**config.mk**
```make
export PLATFORM = sky130hd
export DESIGN_NAME = issue_queue
export DESIGN_NICKNAME = d
export VERILOG_FILES = /design/src/rtl/issue_queue_pkg.sv /design/src/rtl/issue_queue_slot.sv /design/src/rtl/issue_queue.sv
export SDC_FILE = /design/constraint.sdc
export NUM_CORES = 1
export LEC_CHECK = 0
export CORE_ASPECT_RATIO = 1.1
export CORE_UTILIZATION = 45
export CTS_CLUSTER_SIZE = 8
export DETAILED_ROUTE_END_ITERATION = 8
export GPL_TIMING_DRIVEN = 0
export PLACE_DENSITY = 0.71
export SYNTH_ARGS = -nofsm -noshare
export SYNTH_HDL_FRONTEND = slang
export SYNTH_SLANG_ARGS = --single-unit
```
**constraint.sdc**
```tcl
create_clock -name clk -period 5.7 [get_ports clk]
set_clock_uncertainty 0.2 [all_clocks]
set_input_delay 0.855 -clock clk [delete_from_list [all_inputs] [get_ports clk]]
set_output_delay 0.855 -clock clk [all_outputs]
set_load 0.005 [all_outputs]
```
**src/rtl/issue_queue_pkg.sv**
```systemverilog
// Shared definitions for the issue queue slice.
// Holds the default renamed-op width, tag geometry and the tag readiness
// helper used by every slot.
`ifndef RENAMED_OP_SZ
`define RENAMED_OP_SZ 32
`endif

package issue_queue_pkg;

  localparam int TAG_W    = 5;
  localparam int NUM_TAGS = 30;

  // Tags at or above NUM_TAGS carry no dependency.
  function automatic logic tag_no_dep(input logic [TAG_W-1:0] tag);
    return (tag >= TAG_W'(NUM_TAGS));
  endfunction

  // Live readiness of one source: no-dependency tags are always ready,
  // otherwise the physical register's done flag decides.
  function automatic logic tag_done(input logic [NUM_TAGS-1:0] flags,
                                    input logic [TAG_W-1:0]    tag);
    logic r;
    if (tag_no_dep(tag)) begin
      r = 1'b1;
    end else begin
      r = flags[tag];
    end
    return r;
  endfunction

endpackage

```
**src/rtl/issue_queue_slot.sv**
```systemverilog
// One issue-queue slot: op payload, valid bit and per-source sticky ready bits.
// Ports:
//   clk, clear        - clock and synchronous clear of the valid bit
//   done_flags        - physical-register written flags
//   load_en/instr     - write a new op from dispatch (wins over shift)
//   shift_*           - take over the contents of the next-younger slot
//   valid, instr      - stored state
//   sticky_upd        - sticky bits ORed with this cycle's flags (fed to slot-1)
//   ready             - slot holds an op whose sources are all available now
`ifndef RENAMED_OP_SZ
`define RENAMED_OP_SZ 32
`endif

module issue_queue_slot
  import issue_queue_pkg::*;
#(
  parameter int INST_WIDTH = `RENAMED_OP_SZ,
  parameter int SRC_COUNT  = 2
) (
  input  logic                  clk,
  input  logic                  clear,
  input  logic [NUM_TAGS-1:0]   done_flags,
  input  logic                  load_en,
  input  logic [INST_WIDTH-1:0] load_instr,
  input  logic                  shift_en,
  input  logic                  shift_valid,
  input  logic [INST_WIDTH-1:0] shift_instr,
  input  logic [SRC_COUNT-1:0]  shift_sticky,
  output logic                  valid,
  output logic [INST_WIDTH-1:0] instr,
  output logic [SRC_COUNT-1:0]  sticky_upd,
  output logic                  ready
);

  logic                  valid_r;
  logic [INST_WIDTH-1:0] instr_r;
  logic [SRC_COUNT-1:0]  sticky_r;
  logic [SRC_COUNT-1:0]  live_s;
  logic [SRC_COUNT-1:0]  load_live_s;

  // Per-source live readiness for the stored op and for the op being loaded.
  always_comb begin
    live_s      = '0;
    load_live_s = '0;
    for (int i = 0; i < SRC_COUNT; i++) begin
      live_s[i]      = tag_done(done_flags, instr_r[TAG_W*i +: TAG_W]);
      load_live_s[i] = tag_done(done_flags, load_instr[TAG_W*i +: TAG_W]);
    end
  end

  // A flag seen this cycle counts immediately, so ready uses the updated bits.
  always_comb begin
    sticky_upd = sticky_r | live_s;
    ready      = valid_r & (&sticky_upd);
  end

  // Slot state: clear, then load, then shift-in, otherwise accumulate flags.
  always_ff @(posedge clk) begin
    if (clear) begin
      valid_r  <= 1'b0;
      instr_r  <= '0;
      sticky_r <= '0;
    end else if (load_en) begin
      valid_r  <= 1'b1;
      instr_r  <= load_instr;
      sticky_r <= load_live_s;
    end else if (shift_en) begin
      valid_r  <= shift_valid;
      instr_r  <= shift_instr;
      sticky_r <= shift_sticky;
    end else begin
      sticky_r <= sticky_upd;
    end
  end

  assign valid = valid_r;
  assign instr = instr_r;

endmodule

```
**src/rtl/issue_queue.sv**
```systemverilog
// Age-ordered, collapsing issue queue for renamed micro-ops.
// Ports:
//   clk, rst, flush   - clock, synchronous reset, synchronous clear
//   done_flags        - bit t set when physical tag t is written
//   instr/input_valid - op offered by dispatch; input_ready when a slot is free
//   instr_out/output_valid/output_ready - op offered to the functional unit
//   count             - occupied slots
`ifndef RENAMED_OP_SZ
`define RENAMED_OP_SZ 32
`endif

module issue_queue
  import issue_queue_pkg::*;
#(
  parameter int INST_WIDTH = `RENAMED_OP_SZ,
  parameter int DEPTH      = 4,
  parameter int SRC_COUNT  = 2,
  parameter int IN_ORDER   = 0
) (
  input  logic                       clk,
  input  logic                       rst,
  input  logic                       flush,
  input  logic [NUM_TAGS-1:0]        done_flags,
  input  logic [INST_WIDTH-1:0]      instr,
  input  logic                       input_valid,
  input  logic                       output_ready,
  output logic [INST_WIDTH-1:0]      instr_out,
  output logic                       input_ready,
  output logic                       output_valid,
  output logic [$clog2(DEPTH+1)-1:0] count
);

  localparam int CNT_W = $clog2(DEPTH+1);
  localparam int IDX_W = $clog2(DEPTH);

  logic [CNT_W-1:0]      count_r;
  logic                  clear_s;
  logic                  enq_s;
  logic                  deq_s;
  logic [CNT_W-1:0]      wr_idx_s;
  logic                  sel_found_s;
  logic [IDX_W-1:0]      sel_idx_s;

  logic                  slot_valid_s  [DEPTH];
  logic [INST_WIDTH-1:0] slot_instr_s  [DEPTH];
  logic [SRC_COUNT-1:0]  slot_sticky_s [DEPTH];
  logic [DEPTH-1:0]      slot_ready_s;
  logic [DEPTH-1:0]      load_en_s;
  logic [DEPTH-1:0]      shift_en_s;

  assign clear_s     = rst | flush;
  // Depends on registered count only, so a full queue refuses even while issuing.
  assign input_ready = (count_r < CNT_W'(DEPTH));
  assign enq_s       = input_valid & input_ready;
  assign deq_s       = sel_found_s & output_ready;
  // A same-cycle dequeue collapses the queue, so the new op lands one lower.
  assign wr_idx_s    = deq_s ? (count_r - CNT_W'(1)) : count_r;

  // Selection priority encoder.
  always_comb begin
    sel_found_s = 1'b0;
    sel_idx_s   = '0;
    if (IN_ORDER != 0) begin
      sel_found_s = slot_ready_s[0];
    end else begin
      // Scan from the youngest down so the oldest ready slot wins.
      for (int j = DEPTH - 1; j >= 0; j--) begin
        if (slot_ready_s[j]) begin
          sel_found_s = 1'b1;
          sel_idx_s   = IDX_W'(j);
        end else begin
          sel_found_s = sel_found_s;
        end
      end
    end
  end

  // Issue port; the payload is forced to zero when nothing is selected.
  always_comb begin
    output_valid = sel_found_s;
    if (sel_found_s) begin
      instr_out = slot_instr_s[sel_idx_s];
    end else begin
      instr_out = '0;
    end
  end

  // Occupancy counter.
  always_ff @(posedge clk) begin
    if (clear_s) begin
      count_r <= '0;
    end else begin
      count_r <= count_r + CNT_W'(enq_s) - CNT_W'(deq_s);
    end
  end

  assign count = count_r;

  for (genvar j = 0; j < DEPTH; j++) begin : g_slot
    logic                  sh_valid_s;
    logic [INST_WIDTH-1:0] sh_instr_s;
    logic [SRC_COUNT-1:0]  sh_sticky_s;

    // The youngest slot shifts in an empty entry.
    if (j == DEPTH - 1) begin : g_top
      assign sh_valid_s  = 1'b0;
      assign sh_instr_s  = '0;
      assign sh_sticky_s = '0;
    end else begin : g_mid
      assign sh_valid_s  = slot_valid_s[j+1];
      assign sh_instr_s  = slot_instr_s[j+1];
      assign sh_sticky_s = slot_sticky_s[j+1];
    end

    assign load_en_s[j]  = enq_s & (wr_idx_s == CNT_W'(j));
    assign shift_en_s[j] = deq_s & (CNT_W'(j) >= CNT_W'(sel_idx_s));

    issue_queue_slot #(
      .INST_WIDTH (INST_WIDTH),
      .SRC_COUNT  (SRC_COUNT)
    ) u_slot (
      .clk          (clk),
      .clear        (clear_s),
      .done_flags   (done_flags),
      .load_en      (load_en_s[j]),
      .load_instr   (instr),
      .shift_en     (shift_en_s[j]),
      .shift_valid  (sh_valid_s),
      .shift_instr  (sh_instr_s),
      .shift_sticky (sh_sticky_s),
      .valid        (slot_valid_s[j]),
      .instr        (slot_instr_s[j]),
      .sticky_upd   (slot_sticky_s[j]),
      .ready        (slot_ready_s[j])
    );
  end

endmodule

```
## Yosys cells after proc, flatten, opt, wreduce, memory -nomap -nowiden

Index checks and enable logic that the tools add are counted.

| operators by class | value |
|---|---|
| eq/ne operators | 3 |
| add/sub/neg operators | 3 |
| magnitude comparators | 25 |
| mux-type cells | 67 |
| bitwise gates (word level) | 19 |
| reduce and logical (&&, ||, !) cells | 9 |

Operators with widths:

| cell | number |
|---|---|
| two-way mux 32 bit | 11 |
| binary-select mux 32 bit (select 2 bit) | 1 |
| < comparator 5 x 6 -> 1 bit, second input constant | 10 |
| binary-select mux 1 bit (select 5 bit) | 10 |
| >= comparator 5 bit, second input constant | 10 |
| two-way mux 1 bit | 32 |
| two-way mux 2 bit | 12 |
| bitwise AND 1 bit | 13 |
| bitwise OR 2 bit | 4 |
| AND reduction 2 bit | 4 |
| nonzero test 2 bit | 4 |
| equality test 3 x 2 -> 1 bit, second input constant | 2 |
| >= comparator 1 x 2 -> 1 bit, first input constant | 2 |
| adder 3 x 1 -> 3 bit | 1 |
| equality test 3 x 1 -> 1 bit, second input constant | 1 |
| >= comparator 3 bit, second input constant | 1 |
| zero test 3 bit | 1 |
| < comparator 3 bit, second input constant | 1 |
| two-way mux 3 bit | 1 |
| inverter 2 -> 3 bit | 1 |
| subtractor 3 x 1 -> 3 bit | 1 |
| subtractor 3 x 1 -> 3 bit, second input constant | 1 |
| >= comparator 2 bit, first input constant | 1 |
| bitwise OR 1 bit | 1 |

| storage, ports and cells | value |
|---|---|
| word-level logic and storage cells | 139 |
| register bits | 143 |

## Depth between registers and ports, before layout

| logic depth | value |
|---|---|
| depth after elaboration | 15 |
| mapped depth | 18 |

## Modules after synthesis

A second synthesis with hierarchy kept.

| unflattened totals | value |
|---|---|
| cells, all modules | 1355 |
| area total of the unflattened synthesis | 12092.8 µm² |

Modules (own cells, without submodules):

| module | area an instance (µm²) | times used | cells an instance |
|---|---|---|---|
| issue_queue_slot (g_slot[0].u_slot ...) | 2681.3 | 2 | 296 |
| issue_queue_slot (g_slot[2].u_slot ...) | 2655.0 | 2 | 285 |
| issue_queue | 1420.1 | 1 | 193 |

## Worst setup path after synthesis

No wires, ideal clock.

| path | value |
|---|---|
| path kind | input -> register |
| from | input port done_flags[8] |
| to | register count_r[2], in the netlist count[2] |
| data arrival time | 4219 ps |
| slack | 1147 ps |
| required time | 5366 ps |
| stages | 17 |
| setup time | 134 ps |
| path through | clkbuf_1 > mux4_2 > mux4_2 > or3_1 > o311ai_2 > a21boi_4 > a31o_2 > buf_6 > inv_4 > ha_1 > inv_1 > ha_1 > inv_1 > fa_1 > xnor2_1 > xnor2_1 > nor2_1 |

| on the way | value |
|---|---|
| word-level cells in the longest chain between the ends | 12 |

RTL lines:

| what | RTL line | text |
|---|---|---|
| start, declared | issue_queue.sv:23 | `input logic [NUM_TAGS-1:0] done_flags,` |
| binary-select mux 1 bit (select 5 bit) | issue_queue_pkg.sv:26 | `r = flags[tag];` |
| two-way mux 1 bit (not written as such) | issue_queue_pkg.sv:26 |  |
| two-way mux 1 bit | issue_queue_pkg.sv:23 | `if (tag_no_dep(tag)) begin` |
| bitwise OR 2 bit | issue_queue_slot.sv:53 | `sticky_upd = sticky_r \| live_s;` |
| AND reduction 2 bit | issue_queue_slot.sv:54 | `ready = valid_r & (&sticky_upd);` |
| bitwise AND 1 bit | issue_queue_slot.sv:54 |  |
| two-way mux 1 bit (3 in a row) | issue_queue.sv:68 | `if (slot_ready_s[j]) begin` |
| two-way mux 1 bit * | issue_queue.sv:68 |  |
| bitwise AND 1 bit * | issue_queue.sv:55 | `assign deq_s = sel_found_s & output_ready;` |
| subtractor 3 x 1 -> 3 bit * | issue_queue.sv:93 | `count_r <= count_r + CNT_W'(enq_s) - CNT_W'(deq_s);` |
| end signal, assigned | issue_queue.sv:93 |  |
| end, declared | issue_queue.sv:36 | `logic [CNT_W-1:0] count_r;` |

Every way passes the cells marked *; elsewhere a longest branch is shown, timed or not. The select of a mux whose other input is x is not followed.
A chain may end at the register's enable or synchronous reset.

## Final worst setup path

| path | value |
|---|---|
| from | input port done_flags[19] |
| to | output port instr_out[17] |

| on the way | value |
|---|---|
| word-level cells in the longest chain between the ends | 15 |

RTL lines:

| what | RTL line | text |
|---|---|---|
| binary-select mux 1 bit (select 5 bit) | issue_queue_pkg.sv:26 |  |
| two-way mux 1 bit (not written as such) | issue_queue_pkg.sv:26 |  |
| two-way mux 1 bit | issue_queue_pkg.sv:23 |  |
| bitwise OR 2 bit | issue_queue_slot.sv:53 |  |
| AND reduction 2 bit | issue_queue_slot.sv:54 |  |
| bitwise AND 1 bit | issue_queue_slot.sv:54 |  |
| two-way mux 2 bit (4 in a row) | issue_queue.sv:68 |  |
| inverter 2 -> 3 bit (not written as such) | issue_queue.sv:82 | `instr_out = slot_instr_s[sel_idx_s];` |
| binary-select mux 32 bit (select 2 bit) | issue_queue.sv:82 |  |
| two-way mux 32 bit (not written as such) (2 in a row) | issue_queue.sv:82 |  |
| two-way mux 32 bit * | issue_queue.sv:81 | `if (sel_found_s) begin` |
| end, declared | issue_queue.sv:27 | `output logic [INST_WIDTH-1:0] instr_out,` |

Marks and branches as above.

==> impl_metrics.env <==
export IMPL_die_area_um2=24500
export IMPL_worstHoldStart="g_slot[0].u_slot.valid$_SDFFE_PP0P_"
export IMPL_rsz0062_at_grt="false"
export IMPL_finalMaxSlewViolations=0
export IMPL_start_util_pct=46.4
export IMPL_cts_buffers_inserted=17
export IMPL_postCtsSetupRepairBufs=0
export IMPL_grt_max_degree=17
export IMPL_die_w_um=149
export IMPL_layout_commonest_cell="dfxtp_1"
export IMPL_hold_viol=0
export IMPL_core_rowCount=58
export IMPL_dr_total_vias=10625
export IMPL_cap_violations=0
export IMPL_clk_pin_slew_ns=0.06
export IMPL_fin_tns_setup_ns=0
export IMPL_fin_crit_ns=5.64
export IMPL_synthToLayoutAreaGrowth_pct=18.6
export IMPL_powerDensity_nw_per_um2=223
export IMPL_hold_class="flop to flop"
export IMPL_core_area_um2=23100
export IMPL_synth_edf_count=0
export IMPL_critPathMaxFanout=10
export IMPL_cts_tree="built"
export IMPL_wl_met3_um=4760
export IMPL_die_height_um=164
export IMPL_cellLeakagePower_nw=4.28
export IMPL_setup_violations=0
export IMPL_grt_ovfl_total=0
export IMPL_io_buffers=94
export IMPL_finalWirelength_um=39800
export IMPL_cts_buffer_depth=2
export IMPL_synth_distinct_cells=69
export IMPL_diodes=0
export IMPL_yosysWarnings=0
export IMPL_syn_nets=1161
export IMPL_first_pass_iters=8
export IMPL_outcome="finished clean"
export IMPL_synth_seq_cells=143
export IMPL_cp_arrival_ns=4.58
export IMPL_ios=104
export IMPL_required_ns=4.64
export IMPL_worst_slew_pin_transition_ns=1.04
export IMPL_wire_per_inst_um=26.2
export IMPL_worstSetupPathType="input pin to primary output"
export IMPL_wl_met2_um=17800
export IMPL_peakVddDrop_uv=171
export IMPL_met1_length_um=15200
export IMPL_slew_headroom_pct=29.0
export IMPL_nets=1274
export IMPL_layout_drive_gt1_share_pct=23.0
export IMPL_track_usage_pct=32.5
export IMPL_syn_area_per_cell_um2=9.85
export IMPL_synth_ff_type="dfxtp_1"
export IMPL_multi_input_area_um2=7050
export IMPL_antenna_left=0
export IMPL_clockRootBuffer="clkbuf_16"
export IMPL_stdcell_count=1515
export IMPL_finish_utilization_pct=55.0
export IMPL_max_freq_mhz=177
export IMPL_ys_async_sr_fraction_pct=0
export IMPL_grt_antenna_before_repair=0
export IMPL_final_fill_count=2049
export IMPL_ys_seq_area_share_pct=26.7
export IMPL_drt_iter0_drc=1123
export IMPL_power_mw=2.84
export IMPL_r2r_start="g_slot[1].u_slot.instr[7]$_SDFFE_PP0P_"
export IMPL_fin_crit_sh_pct=98.9
export IMPL_mostFrequentLayoutCells="dfxtp_1 (143), mux2i_1 (116), a221oi_2 (94)"
export IMPL_grt_pass1_wl_um=59600
export IMPL_first_global_vias=9975
export IMPL_worstSetupStartpoint="done_flags[19]"
export IMPL_netlist_area_um2=10700
export IMPL_clock_latency_ns=0.44
export IMPL_ff_latch_area_um2=2860
export IMPL_top_layer="met4"
export IMPL_drc=0
export IMPL_dp_cells=1484
export IMPL_htree_levels=4
export IMPL_clock_sinks=143
export IMPL_hold_ws_ns=0.285
export IMPL_vias_per_cell=7.01
export IMPL_dp_hpwl_um=27300
export IMPL_end_kind="primary output"
export IMPL_place_gp_congestion=0.955
export IMPL_synthCells=1090
export IMPL_start_kind="input pin"
==> cell families after synthesis <==
group	count (synthesis)	synth area share, %
buf+inv	184	7.82
fa+ha+maj	4	0.536
mux	195	26.0
flops	143	26.7
xor+xnor	2	0.163
simple gates	273	13.3
compound gates	289	25.5
==> registers in the layout, summed over array words and instances (netlist names) <==
name                    cells
count                       3
g_slot.u_slot.instr       128
g_slot.u_slot.sticky_r      8
g_slot.u_slot.valid         4
==> path summary, 6_finish.rpt <==
check	endpoint	slack (ns)	depth (start not counted)
worst max-delay path	instr_out[17]	0.06	12
worst min-delay path	g_slot[0].u_slot.valid$_SDFFE_PP0P_	0.29	2
worst max register to register	g_slot[2].u_slot.instr[27]$_SDFFE_PP0P_	0.92	11
worst min register to register	g_slot[0].u_slot.valid$_SDFFE_PP0P_	0.29	2
==> metrics by stage <==
stage | worst slack, ns | area, µm²
detailed placement | -0.617 | 12100
floorplan | 1.15 | 10700
CTS | 0.00544 | 12700
finish | 0.0649 | 12700
global placement | -0.567 | 12100
global route | 0.00653 | 12700
==> metal layers <==
layer / vias up / GRT usage [%]
met5: - / 0
met4: 0 / 17.7
met3: 155 / 6.83
met2: 821 / 50.8
met1: 5113 / 41.7
li1: 4536 / -
==> final cells by class <==
class / instances / area share (%)
multi-input cells: 763 / 55.4
flip-flops and latches: 143 / 22.5
repair buffers: 94 / 7.18
plain buffers: 135 / 5.41
clock buffers: 22 / 3.88
well taps: 300 / 2.95
inverters: 49 / 1.46
clock inverters: 9 / 1.22
==> critical path, stage by stage <==
cell and delay [ns]:
clkdlybuf4s15_1 0.51, mux2i_1 0.13, mux4_2 0.49, a32o_1 0.30, o31ai_4 0.47, and3b_1 0.22
clkbuf_1 0.34, o21ai_2 0.19, clkbuf_2 0.29, nand4_1 0.15, nand3_1 0.14, clkdlybuf4s50_1 0.48
==> repair_timing <==
| action | CTS | global route |
|---|---|---|
| setup endpoints to repair | 32 | 30 |
| hold buffers | 0 | 0 |
| gates resized for setup | 49 | 8 |
==> cells in the mapped netlist, types with 3 or more instances <==
cell type | count | share of area [%]
o21ai_0 | 73 | 3.4
mux4_2 | 62 | 13
nand3b_1 | 4 | 0.28
buf_6 | 11 | 1.2
inv_1 | 48 | 1.7
a32o_1 | 31 | 2.9
nor3_1 | 35 | 1.6
clkbuf_1 | 85 | 3.0
nor2b_1 | 10 | 0.58
or2_2 | 3 | 0.17
buf_4 | 11 | 0.77
nand4b_1 | 3 | 0.24
mux2i_1 | 116 | 11
or3_1 | 5 | 0.29
nor2_1 | 58 | 2.0
nand2_1 | 28 | 0.98
dfxtp_1 | 143 | 27
o22ai_1 | 3 | 0.17
nor3b_1 | 3 | 0.21
a21oi_1 | 39 | 1.8
a221oi_2 | 94 | 13
mux2i_4 | 4 | 0.84
a22oi_1 | 4 | 0.28
ha_1 | 3 | 0.35
nand3_1 | 38 | 1.8
a22o_1 | 4 | 0.33
and3_1 | 9 | 0.52
mux2_2 | 12 | 1.3
o311ai_0 | 4 | 0.33
nand4_1 | 66 | 3.8
a31oi_1 | 3 | 0.17
a311oi_1 | 4 | 0.33
buf_2 | 16 | 0.75
buf_1 | 10 | 0.35
nand2b_1 | 3 | 0.17
==> where the power goes <==
part           total, mW  switching [mW]  internal (mW)  leakage (nW)
clock               1.24           0.453          0.788         0.318
combinational      0.550           0.342          0.208          2.80
sequential          1.05          0.0194           1.03          1.16
(Power assumes the default switching activity.)
